## src/rtl/apb_to_reg_buf.sv

```systemverilog
// apb_to_reg_buf: APB4 slave to register-bus master bridge.
//
// An APB setup phase is latched into a registered register-bus request.
// The APB access phase is held in wait states until the register slave
// handshakes. The response is then returned on a registered pready/pslverr/prdata.
// Accesses can be rejected on privilege (PrivOnly). An optional access timeout
// is enabled by defining APB_TO_REG_TIMEOUT_EN.
//
// Ports:
//   clk_i, rst_ni        clock, asynchronous active-low reset
//   psel_i .. pstrb_i    APB4 request (select, enable, write, addr, prot, data, strobes)
//   prdata_o, pready_o,  APB4 response (registered)
//   pslverr_o
//   reg_addr_o .. reg_valid_o  register-bus request (registered, stable while valid)
//   reg_rdata_i, reg_ready_i, reg_error_i  register-bus response
//   timeout_o            one-cycle pulse in the RESP cycle of a timed-out transfer
//
// Configuration macro: APB_TO_REG_TIMEOUT_EN (undefined: no timeout, timeout_o = 0)

module apb_to_reg_buf #(
    parameter int unsigned AddrWidth     = 32,
    parameter int unsigned DataWidth     = 32,
    parameter logic        PrivOnly      = 1'b0,
    parameter int unsigned TimeoutCycles = 256
) (
    input  logic                   clk_i,
    input  logic                   rst_ni,
    input  logic                   psel_i,
    input  logic                   penable_i,
    input  logic                   pwrite_i,
    input  logic [AddrWidth-1:0]   paddr_i,
    input  logic [2:0]             pprot_i,
    input  logic [DataWidth-1:0]   pwdata_i,
    input  logic [DataWidth/8-1:0] pstrb_i,
    output logic [DataWidth-1:0]   prdata_o,
    output logic                   pready_o,
    output logic                   pslverr_o,
    output logic [AddrWidth-1:0]   reg_addr_o,
    output logic                   reg_write_o,
    output logic [DataWidth-1:0]   reg_wdata_o,
    output logic [DataWidth/8-1:0] reg_wstrb_o,
    output logic                   reg_valid_o,
    input  logic [DataWidth-1:0]   reg_rdata_i,
    input  logic                   reg_ready_i,
    input  logic                   reg_error_i,
    output logic                   timeout_o
);

    localparam int unsigned StrbWidth = DataWidth / 8;

    // Elaboration-time parameter checks
    if ((DataWidth < 8) || ((DataWidth % 8) != 0)) begin : g_bad_data_width
        $error("apb_to_reg_buf: DataWidth must be a multiple of 8 and at least 8");
    end
    if (TimeoutCycles < 2) begin : g_bad_timeout
        $error("apb_to_reg_buf: TimeoutCycles must be at least 2");
    end

    typedef enum logic [1:0] {
        ST_IDLE = 2'd0,
        ST_REQ  = 2'd1,
        ST_RESP = 2'd2
    } state_e;

    state_e                 r_state, w_state_d;

    logic [AddrWidth-1:0]   r_addr,    w_addr_d;
    logic                   r_write,   w_write_d;
    logic [DataWidth-1:0]   r_wdata,   w_wdata_d;
    logic [StrbWidth-1:0]   r_wstrb,   w_wstrb_d;
    logic                   r_valid,   w_valid_d;
    logic                   r_pready,  w_pready_d;
    logic                   r_pslverr, w_pslverr_d;
    logic [DataWidth-1:0]   r_prdata,  w_prdata_d;
    logic                   r_timeout, w_timeout_d;

    // Only the privileged bit of pprot is inspected
    logic w_unused_prot;
    assign w_unused_prot = ^pprot_i[2:1];

`ifdef APB_TO_REG_TIMEOUT_EN
    localparam int unsigned CntWidth = $clog2(TimeoutCycles + 1);
    logic [CntWidth-1:0] r_cnt, w_cnt_d;
`endif

    // State register
    always_ff @(posedge clk_i or negedge rst_ni) begin
        if (!rst_ni) begin
            r_state <= ST_IDLE;
        end else begin
            r_state <= w_state_d;
        end
    end

    // Next state and next values of every registered output
    always_comb begin
        w_state_d   = r_state;
        w_addr_d    = r_addr;
        w_write_d   = r_write;
        w_wdata_d   = r_wdata;
        w_wstrb_d   = r_wstrb;
        w_valid_d   = 1'b0;
        w_pready_d  = 1'b0;
        w_pslverr_d = 1'b0;
        w_prdata_d  = '0;
        w_timeout_d = 1'b0;
`ifdef APB_TO_REG_TIMEOUT_EN
        w_cnt_d     = r_cnt;
`endif
        unique case (r_state)
            ST_IDLE: begin
                if (psel_i && !penable_i) begin
                    w_addr_d  = paddr_i;
                    w_write_d = pwrite_i;
                    w_wdata_d = pwdata_i;
                    w_wstrb_d = pwrite_i ? pstrb_i : '0;
                    if (PrivOnly && !pprot_i[0]) begin
                        // Rejected without touching the register bus
                        w_state_d   = ST_RESP;
                        w_pready_d  = 1'b1;
                        w_pslverr_d = 1'b1;
                    end else begin
                        w_state_d = ST_REQ;
                        w_valid_d = 1'b1;
`ifdef APB_TO_REG_TIMEOUT_EN
                        w_cnt_d   = '0;
`endif
                    end
                end
            end
            ST_REQ: begin
                if (!psel_i) begin
                    // Master abort: drop the request, no response
                    w_state_d = ST_IDLE;
                end else if (reg_ready_i) begin
                    w_state_d   = ST_RESP;
                    w_pready_d  = 1'b1;
                    w_pslverr_d = reg_error_i;
                    w_prdata_d  = r_write ? '0 : reg_rdata_i;
`ifdef APB_TO_REG_TIMEOUT_EN
                end else if (r_cnt == CntWidth'(TimeoutCycles - 1)) begin
                    w_state_d   = ST_RESP;
                    w_pready_d  = 1'b1;
                    w_pslverr_d = 1'b1;
                    w_timeout_d = 1'b1;
                end else begin
                    w_valid_d = 1'b1;
                    w_cnt_d   = r_cnt + CntWidth'(1);
                end
`else
                end else begin
                    w_valid_d = 1'b1;
                end
`endif
            end
            ST_RESP: begin
                w_state_d = ST_IDLE;
            end
            default: begin
                w_state_d = ST_IDLE;
            end
        endcase
    end

    // Request fields and response registers
    always_ff @(posedge clk_i or negedge rst_ni) begin
        if (!rst_ni) begin
            r_addr    <= '0;
            r_write   <= 1'b0;
            r_wdata   <= '0;
            r_wstrb   <= '0;
            r_valid   <= 1'b0;
            r_pready  <= 1'b0;
            r_pslverr <= 1'b0;
            r_prdata  <= '0;
            r_timeout <= 1'b0;
        end else begin
            r_addr    <= w_addr_d;
            r_write   <= w_write_d;
            r_wdata   <= w_wdata_d;
            r_wstrb   <= w_wstrb_d;
            r_valid   <= w_valid_d;
            r_pready  <= w_pready_d;
            r_pslverr <= w_pslverr_d;
            r_prdata  <= w_prdata_d;
            r_timeout <= w_timeout_d;
        end
    end

`ifdef APB_TO_REG_TIMEOUT_EN
    // Wait-cycle counter for the current REQ
    always_ff @(posedge clk_i or negedge rst_ni) begin
        if (!rst_ni) begin
            r_cnt <= '0;
        end else begin
            r_cnt <= w_cnt_d;
        end
    end
`endif

    assign prdata_o    = r_prdata;
    assign pready_o    = r_pready;
    assign pslverr_o   = r_pslverr;
    assign reg_addr_o  = r_addr;
    assign reg_write_o = r_write;
    assign reg_wdata_o = r_wdata;
    assign reg_wstrb_o = r_wstrb;
    assign reg_valid_o = r_valid;
    assign timeout_o   = r_timeout;

endmodule

```

## config.mk

```make
export PLATFORM = sky130hd
export DESIGN_NAME = apb_to_reg_buf
export DESIGN_NICKNAME = d
export VERILOG_FILES = /design/src/rtl/apb_to_reg_buf.sv
export SDC_FILE = /design/constraint.sdc
export NUM_CORES = 1
export LEC_CHECK = 0
export CELL_PAD_IN_SITES_DETAIL_PLACEMENT = 0
export CELL_PAD_IN_SITES_GLOBAL_PLACEMENT = 1
export CORE_MARGIN = 5
export CORE_UTILIZATION = 32
export DETAILED_ROUTE_END_ITERATION = 6
export PLACE_DENSITY_LB_ADDON = 0.1
export SLEW_MARGIN = 10
export SYNTH_ARGS = -nofsm -noshare
export SYNTH_HDL_FRONTEND = slang
export SYNTH_SLANG_ARGS = --single-unit
```

## constraint.sdc

```tcl
create_clock -name clk_i -period 4 [get_ports clk_i]
set_clock_uncertainty 0.15 [all_clocks]
set_input_delay 0.8 -clock clk_i [delete_from_list [all_inputs] [get_ports clk_i]]
set_output_delay 0.8 -clock clk_i [all_outputs]
set_load 0.01 [all_outputs]
```

# Word-level counts from Yosys, hierarchy flattened
# Index checks and enable logic that the tools add are counted.
# totals
elab_cells,36
out_inout_bits,105
regBits,106
input_bits,110
# classes
reduce_logical,5
eq_ne,3
n_mux,19
# ops
op,n
$mux 32,4
$mux 1,9
$mux 2,3
$mux 4,1
$pmux 2 s2,1
$reduce_and 2->1,2
$ne 3x3->1 const B,1
$eq 2x1->1 const B,1
$logic_not 2->1,1
$ne 2x2->1 const B,1
$pmux 1 s2,1
$logic_and 1x1->1,1
$logic_not 1->1,1

# Logic depth before layout (Yosys ltp)
# Gate-level depths: netlist (run 1).
# logic_depth
word_depth,4
mapped_depth,4

# Worst setup path before layout (run 1)
# OpenSTA, ideal clock, no wires.
# synth_path
path_type,input -> register
from,input port penable_i
to,"register r_addr[25], in the netlist reg_addr_o[25]"
stages,4
t_required_ns,3.723
arrival_ns,1.761
setup_slack_ns,1.962
cell_sequence,nor4b_4 > buf_4 > buf_6 > mux2_1
# synth_via
elab_chain_cells,3
# synth_rtl
element,line_no,text
from (decl),29,"input logic penable_i,"
$logic_not 1->1,112,if (psel_i && !penable_i) begin
$logic_and 1x1->1,112,
$reduce_and 2->1 (no source line),-,
to (signal assigned),178,r_addr <= w_addr_d;
to (decl),67,"logic [AddrWidth-1:0] r_addr, w_addr_d;"
# No other way between the ends.
# A chain may end at the register's enable or synchronous reset.

# Worst setup path after layout (run 1)
# layout_path
from,"register r_write, in the netlist reg_write_o"
to,output port reg_write_o
# layout_lines
element,line_no,text
from (decl),68,"logic r_write, w_write_d;"
from (signal assigned),179,r_write <= w_write_d;
to (decl),39,"output logic reg_write_o,"
# No word-level cell between the ends.

==> results of run 1 <==
==> power by group through the flow <==
stage / Sequential [W] / Clock (W) / Combinational (W)
final: 0.00129 / 0.000891 / 0.000719
after global routing: 0.00131 / 0.000961 / 0.000767
after CTS: 0.00129 / 0.000924 / 0.000733
after detailed placement: 0.00131 / 0 / 0.000731
after global placement: 0.00130 / 0 / 0.000726
after floorplan: 0.00138 / 0 / 0.000181
==> cells by family after synthesis <==
logic type,count (synthesis),synth area share
flip-flops,106,0.689
multiplexers,70,0.203
AND/OR/NAND/NOR,41,0.0796
buffers and inverters,22,0.0270
other,1,0.000974
==> state kept, by name (all words and copies together) (netlist names) <==
register / cells
reg_wdata_o: 32
prdata_o: 32
reg_wstrb_o: 4
reg_write_o: 1
reg_valid_o: 1
pready_o: 1
reg_addr_o: 32
r_state: 2
pslverr_o: 1
==> cells in the mapped netlist <==
cell type    n  area, sq um
nand2_1      4         15.0
mux2_2      60          676
mux2i_1      4         40.0
dfrtp_1    106         2650
inv_1        7         26.3
nand4b_1     1         8.76
clkbuf_1     7         26.3
mux2_1       6         67.6
buf_4        2         15.0
nor4b_4      1         23.8
conb_1       1         3.75
buf_2        5         25.0
nor3b_1     34          255
nor2_1       1         3.75
buf_6        1         11.3
==> how the worst min path moves through the flow <==
stage	end	slack [ns]	cells past startpoint
2_1_floorplan	r_state[0]	0.34	1
3_3_place_gp	reg_addr_o[26]	0.32	1
3_5_place_dp	reg_addr_o[27]	0.33	1
4_1_cts	reg_addr_o[27]	0.34	1
5_1_grt	reg_addr_o[31]	0.36	1
6_report	reg_addr_o[27]	0.34	1
==> layer usage <==
metal | track usage | up-vias
met5 | 0 | -
met4 | 0.0537 | 0
met3 | 0.0664 | 10
met2 | 0.214 | 121
met1 | 0.169 | 1313
li1 | - | 1254
==> final cells by class <==
type / instances / area, sq um / share of cell area
sequential: 106 / 2650 / 0.414
multi-input combinational: 112 / 1090 / 0.171
clock buffer: 14 / 264 / 0.0413
tap: 147 / 184 / 0.0287
clock inverter: 2 / 35.0 / 0.00547
timing repair buffer: 216 / 2140 / 0.335
inverter: 7 / 26.3 / 0.00411
==> metrics by stage <==
| step | utilization | total power [W] | cells |
|---|---|---|---|
| detailed placement | 0.512 | 0.00204 | 588 |
| floorplan | - | 0.00157 | 240 |
| global placement | 0.512 | 0.00203 | 588 |
| finish | 0.537 | 0.00290 | 604 |
| CTS | 0.537 | 0.00295 | 604 |
| global route | 0.537 | 0.00304 | 604 |
==> flow_summary_export.csv, run 1 <==
group,metric,value,unit
status,status,"finished clean",
routing,routed_wirelength,9980,microns
grt,grt-ovfl-total,0,
final_layout,post-route-cell-area,6400,sq um
die,core-area,11900,sq um
setup_path,cp-start-kind,"flop",
routing,vias,2698,
sta,holdWs,0.335,ns
die,start_util,0.323,
routing,wl_per_cell,16.5,microns
die,io-pin-count,215,
setup_path,r2r_start,"r_state[1]",
die,dieHeight,120,microns
sta,setup_ws,1.45,ns
power,p_sw_frac,0.241,
cts,cts_tree,"built",
placed_design,io_buffers,210,
final_layout,fillers,1076,
logic_synthesis,synth_cells,240,
grt,grt_pass1_wl,15600,microns
die,std_cell_rows,40,
cts,path_clk_slew,0.07,ns
routing,drt-initial-drc-count,83,
sta,setup_viol,0,
grt,gr-usage-all-layers,0.139,
setup_path,cp_top_family,"buffers and inverters",
cts,cts.path.max_buffers,2,
placed_design,placed_area,6100,sq um
routing,highest_layer,"met4",
power,total_leakage_power,2.66,nW
sta,relSlewSlack,0.386,
power,powerDensity,453,nW/um^2
setup_path,max_stage_delay,0.61,ns
logic_synthesis,avgSynthCellArea,16.0,sq um
final_layout,mostFrequentLayoutCell,"clkdlybuf4s50_1",
logic_synthesis,ys_seq_elements,106,
grt,grt_pass1_vias,2861,
routing,ant_nets,0,
power,seqPwrFrac,0.444,
cts,cts_root_buffer,"clkbuf_16",
final_layout,final_cell_mix,"209 x clkdlybuf4s50_1, 106 x dfrtp_1, 60 x mux2_2",
sta,tightest_slew,0.920,ns
final_layout,diodes,0,
setup_path,r2r_end,"reg_addr_o[6]",
sta,fmax,0.392,GHz
sta,hold_viol,0,
placed_design,dp.final_hpwl,7270,microns
setup_path,critPathCapture,"reg_write_o",
cts,cts_made_buffers,9,
setup_path,worst-endpoint-required,3.05,ns
routing,vias_per_cell,4.47,
setup_path,critical_path_peak_fanout,34,
die,fp.dieArea,14300,sq um
setup_path,cp.buffers_inverters,2,
final_layout,syn_to_final_growth,66.2,%
setup_path,startpoint,"reg_write_o",
setup_path,crit_cells,2,
power,p_clk_frac,0.308,
logic_synthesis,synth.net_count,350,
setup_path,rr_worst_depth,3,
logic_synthesis,ys_seq_area_frac,0.689,
sta,rsz0062_at_grt,"no",
grt,grt_max_degree,75,
die,die_w,120,microns
power,switchingPower,0.000698,W
power,combinationalPowerShare,0.248,
final_layout,drive_above_1_share,0.177,
logic_synthesis,synth_cell_type_count,15,
setup_path,slowest_stage,"clkdlybuf4s50_1",
routing,met3_length,1200,microns
routing,post-route-drc-count,0,
power,internal_power,0.00220,W
cts,cts_setup_buffers,0,
cts,ctsHtreeMaxLevel,3,
sta,finalSetupTns,0,ns
logic_synthesis,ys_warn_count,0,
routing,first_pass_iters,4,
run,cap_violations,0,
cts,cts_hold_buf,0,
sta,period_needed,2.55,ns
setup_path,regToRegSetupSlack,2.09,ns
cts,post_cts_resized,0,
placed_design,place_ws,1.25,ns
cts,clkSinkCount,106,
setup_path,worstSetupPathType,"flop to output port",
min_path,hold_start,"reg_addr_o[27]",
setup_path,end_kind,"output port",
routing,wl_met1,4010,microns
cts,clk_latency,0.34,ns
power,ir_drop,0.000188,V
grt,antenna_found_initial,0,
sta,finalMaxSlewViolations,0,
final_layout,fin_nets,562,
sta,fin_crit_sh,0.637,
setup_path,crit_chain,"buf_4 > clkdlybuf4s50_1",
routing,wl_met2,4630,microns
logic_synthesis,syn_area,3850,sq um
min_path,hp-class,"flop to flop",
setup_path,cp.arrival,1.60,ns
placed_design,gp_congestion,0.697,
No activity file was read; power rests on OpenSTA's default activity.
==> run 2, diff against run 1 <==
Settings changed: CORE_UTILIZATION 32 to 27.
Clock period 4 ns to 2.1 ns, I/O delays scaled along.
==> run 2 against run 1 <==
Net effect:
- combinational power is 93% higher
- largest power group unchanged
- critical path type is now input pin to flop
- highest routed layer unchanged
- critical endpoint is now reg_wdata_o[26]
- cell area is 1.9% higher
- non-clock buffer count is 7 higher
==> flow_summary_export.csv, run 2 (synthesized netlist as in run 1, its figures left out) <==
group,metric,value,unit
setup_path,crit_chain,"clkdlybuf4s50_1 > nor4b_4 > buf_4 > mux2_2",
cts,cts.path.max_buffers,2,
die,core-area,13900,sq um
final_layout,diodes,0,
setup_path,rr_worst_depth,3,
placed_design,place_ws,-0.111,ns
sta,fmax,0.545,GHz
cts,clk_latency,0.34,ns
die,die_w,129,microns
power,total_leakage_power,2.70,nW
die,io-pin-count,215,
placed_design,gp_congestion,0.711,
grt,antenna_found_initial,0,
sta,fin_crit_sh,0.874,
sta,holdWs,0.340,ns
final_layout,mostFrequentLayoutCell,"clkdlybuf4s50_1",
grt,grt_max_degree,36,
cts,path_clk_slew,0.07,ns
grt,grt_pass1_wl,15700,microns
min_path,hp-class,"flop to flop",
run,cap_violations,0,
setup_path,cp.buffers_inverters,2,
cts,cts_root_buffer,"clkbuf_16",
final_layout,drive_above_1_share,0.184,
routing,drt-initial-drc-count,81,
die,start_util,0.276,
grt,grt_pass1_vias,2891,
min_path,holdPathStages,1,
sta,finalMaxSlewViolations,0,
setup_path,worstSetupPathType,"input pin to flop",
setup_path,end_kind,"flop",
setup_path,cp-start-kind,"input pin",
sta,period_needed,1.84,ns
setup_path,cp.arrival,1.92,ns
cts,ctsHtreeMaxLevel,3,
setup_path,worst-endpoint-required,2.18,ns
final_layout,final_cell_mix,"209 x clkdlybuf4s50_1, 106 x dfrtp_1, 60 x mux2_2",
placed_design,io_buffers,210,
sta,setup_ws,0.265,ns
cts,clkSinkCount,106,
status,status,"finished clean",
final_layout,stdcell_count,641,
routing,first_pass_iters,2,
final_layout,final_util,0.468,
setup_path,slowest_stage,"clkdlybuf4s50_1",
power,powerDensity,827,nW/um^2
routing,wl_per_cell,16.1,microns
grt,grt-ovfl-total,0,
routing,vias_per_cell,4.19,
routing,ant_nets,0,
setup_path,max_stage_delay,0.52,ns
routing,vias,2688,
sta,hold_viol,0,
die,std_cell_rows,43,
sta,rsz0062_at_grt,"no",
setup_path,critical_path_peak_fanout,24,
sta,setup_viol,0,
power,ir_drop,0.000325,V
final_layout,syn_to_final_growth,69.4,%
placed_design,post-place-cells,627,
placed_design,dp.final_hpwl,7890,microns
cts,cts_made_buffers,9,
setup_path,cp_top_family,"buffers and inverters",
routing,routed_wirelength,10300,microns
final_layout,fin_nets,569,
sta,finalSetupTns,0,ns
setup_path,crit_cells,4,
grt,gr-usage-all-layers,0.124,
cts,cts_tree,"built",
die,fp.dieArea,16700,sq um
die,dieHeight,129,microns
routing,post-route-drc-count,0,
==> run 2: cell count changes in the layout (fill, tap and decap cells not counted), sizes merged <==
| cell | before | now |
|---|---|---|
| clkbuf | 14 | 13 |
| bufinv | 1 | 0 |
| buf | 7 | 13 |
| dlygate4sd3 | 0 | 1 |
| clkinv | 1 | 0 |
==> run 2: report_power, final <==
group | leakage (nW) | switching, W | internal [W]
Sequential | 1.33 | 0.000135 | 0.00233
Combinational | 1.24 | 0.000495 | 0.000898
Clock | 0.128 | 0.000685 | 0.000850
==> run 2: timing repair <==
action / in CTS / in global routing
buffers inserted: 0 / 0
gates resized for setup: 0 / 0
endpoints found under the hold margin: 25 / 0
hold buffers: 1 / 0
==> run 2: path summary, 6_finish.rpt <==
path,from,endpoint,slack (ns)
worst max-delay path,psel_i,reg_wdata_o[26],0.26
worst min-delay path,reg_addr_o[29],reg_addr_o[29],0.34
worst max register to register,r_state[1],reg_wdata_o[26],0.36
worst min register to register,reg_addr_o[29],reg_addr_o[29],0.34
max in group asynchronous,rst_ni,reg_addr_o[26],0.77
min in group asynchronous,rst_ni,reg_addr_o[2],0.38
==> run 2: layout make-up <==
| cell class | instances | area, sq um |
|---|---|---|
| flip-flops and latches | 106 | 2650 |
| fillers | 1215 | 7410 |
| clock buffers | 13 | 260 |
| inverters | 7 | 26.3 |
| repair buffers | 223 | 2260 |
| well taps | 180 | 225 |
| multi-input cells | 112 | 1090 |
==> run 2: worst register-to-register path, cell delays in order, from the launching register on <==
cell and delay, ns:
dfrtp_1 0.43, nor4b_4 0.30, buf_4 0.35, mux2_2 0.40
==> run 2: layer usage <==
metal  GRT usage  vias up  share of wire
met3      0.0664       18           0.14
met4      0.0623        0          0.026
met5           0        -              0
met1       0.141     1276           0.38
li1            -     1259              -
met2       0.189      135           0.46
==> run 2: stage by stage <==
stage | power [W] | cell area, sq um
finish | 0.00539 | 6520
global route | 0.00568 | 6520
floorplan | 0.00298 | 3850
global placement | 0.00390 | 6250
detailed placement | 0.00393 | 6250
CTS | 0.00550 | 6520
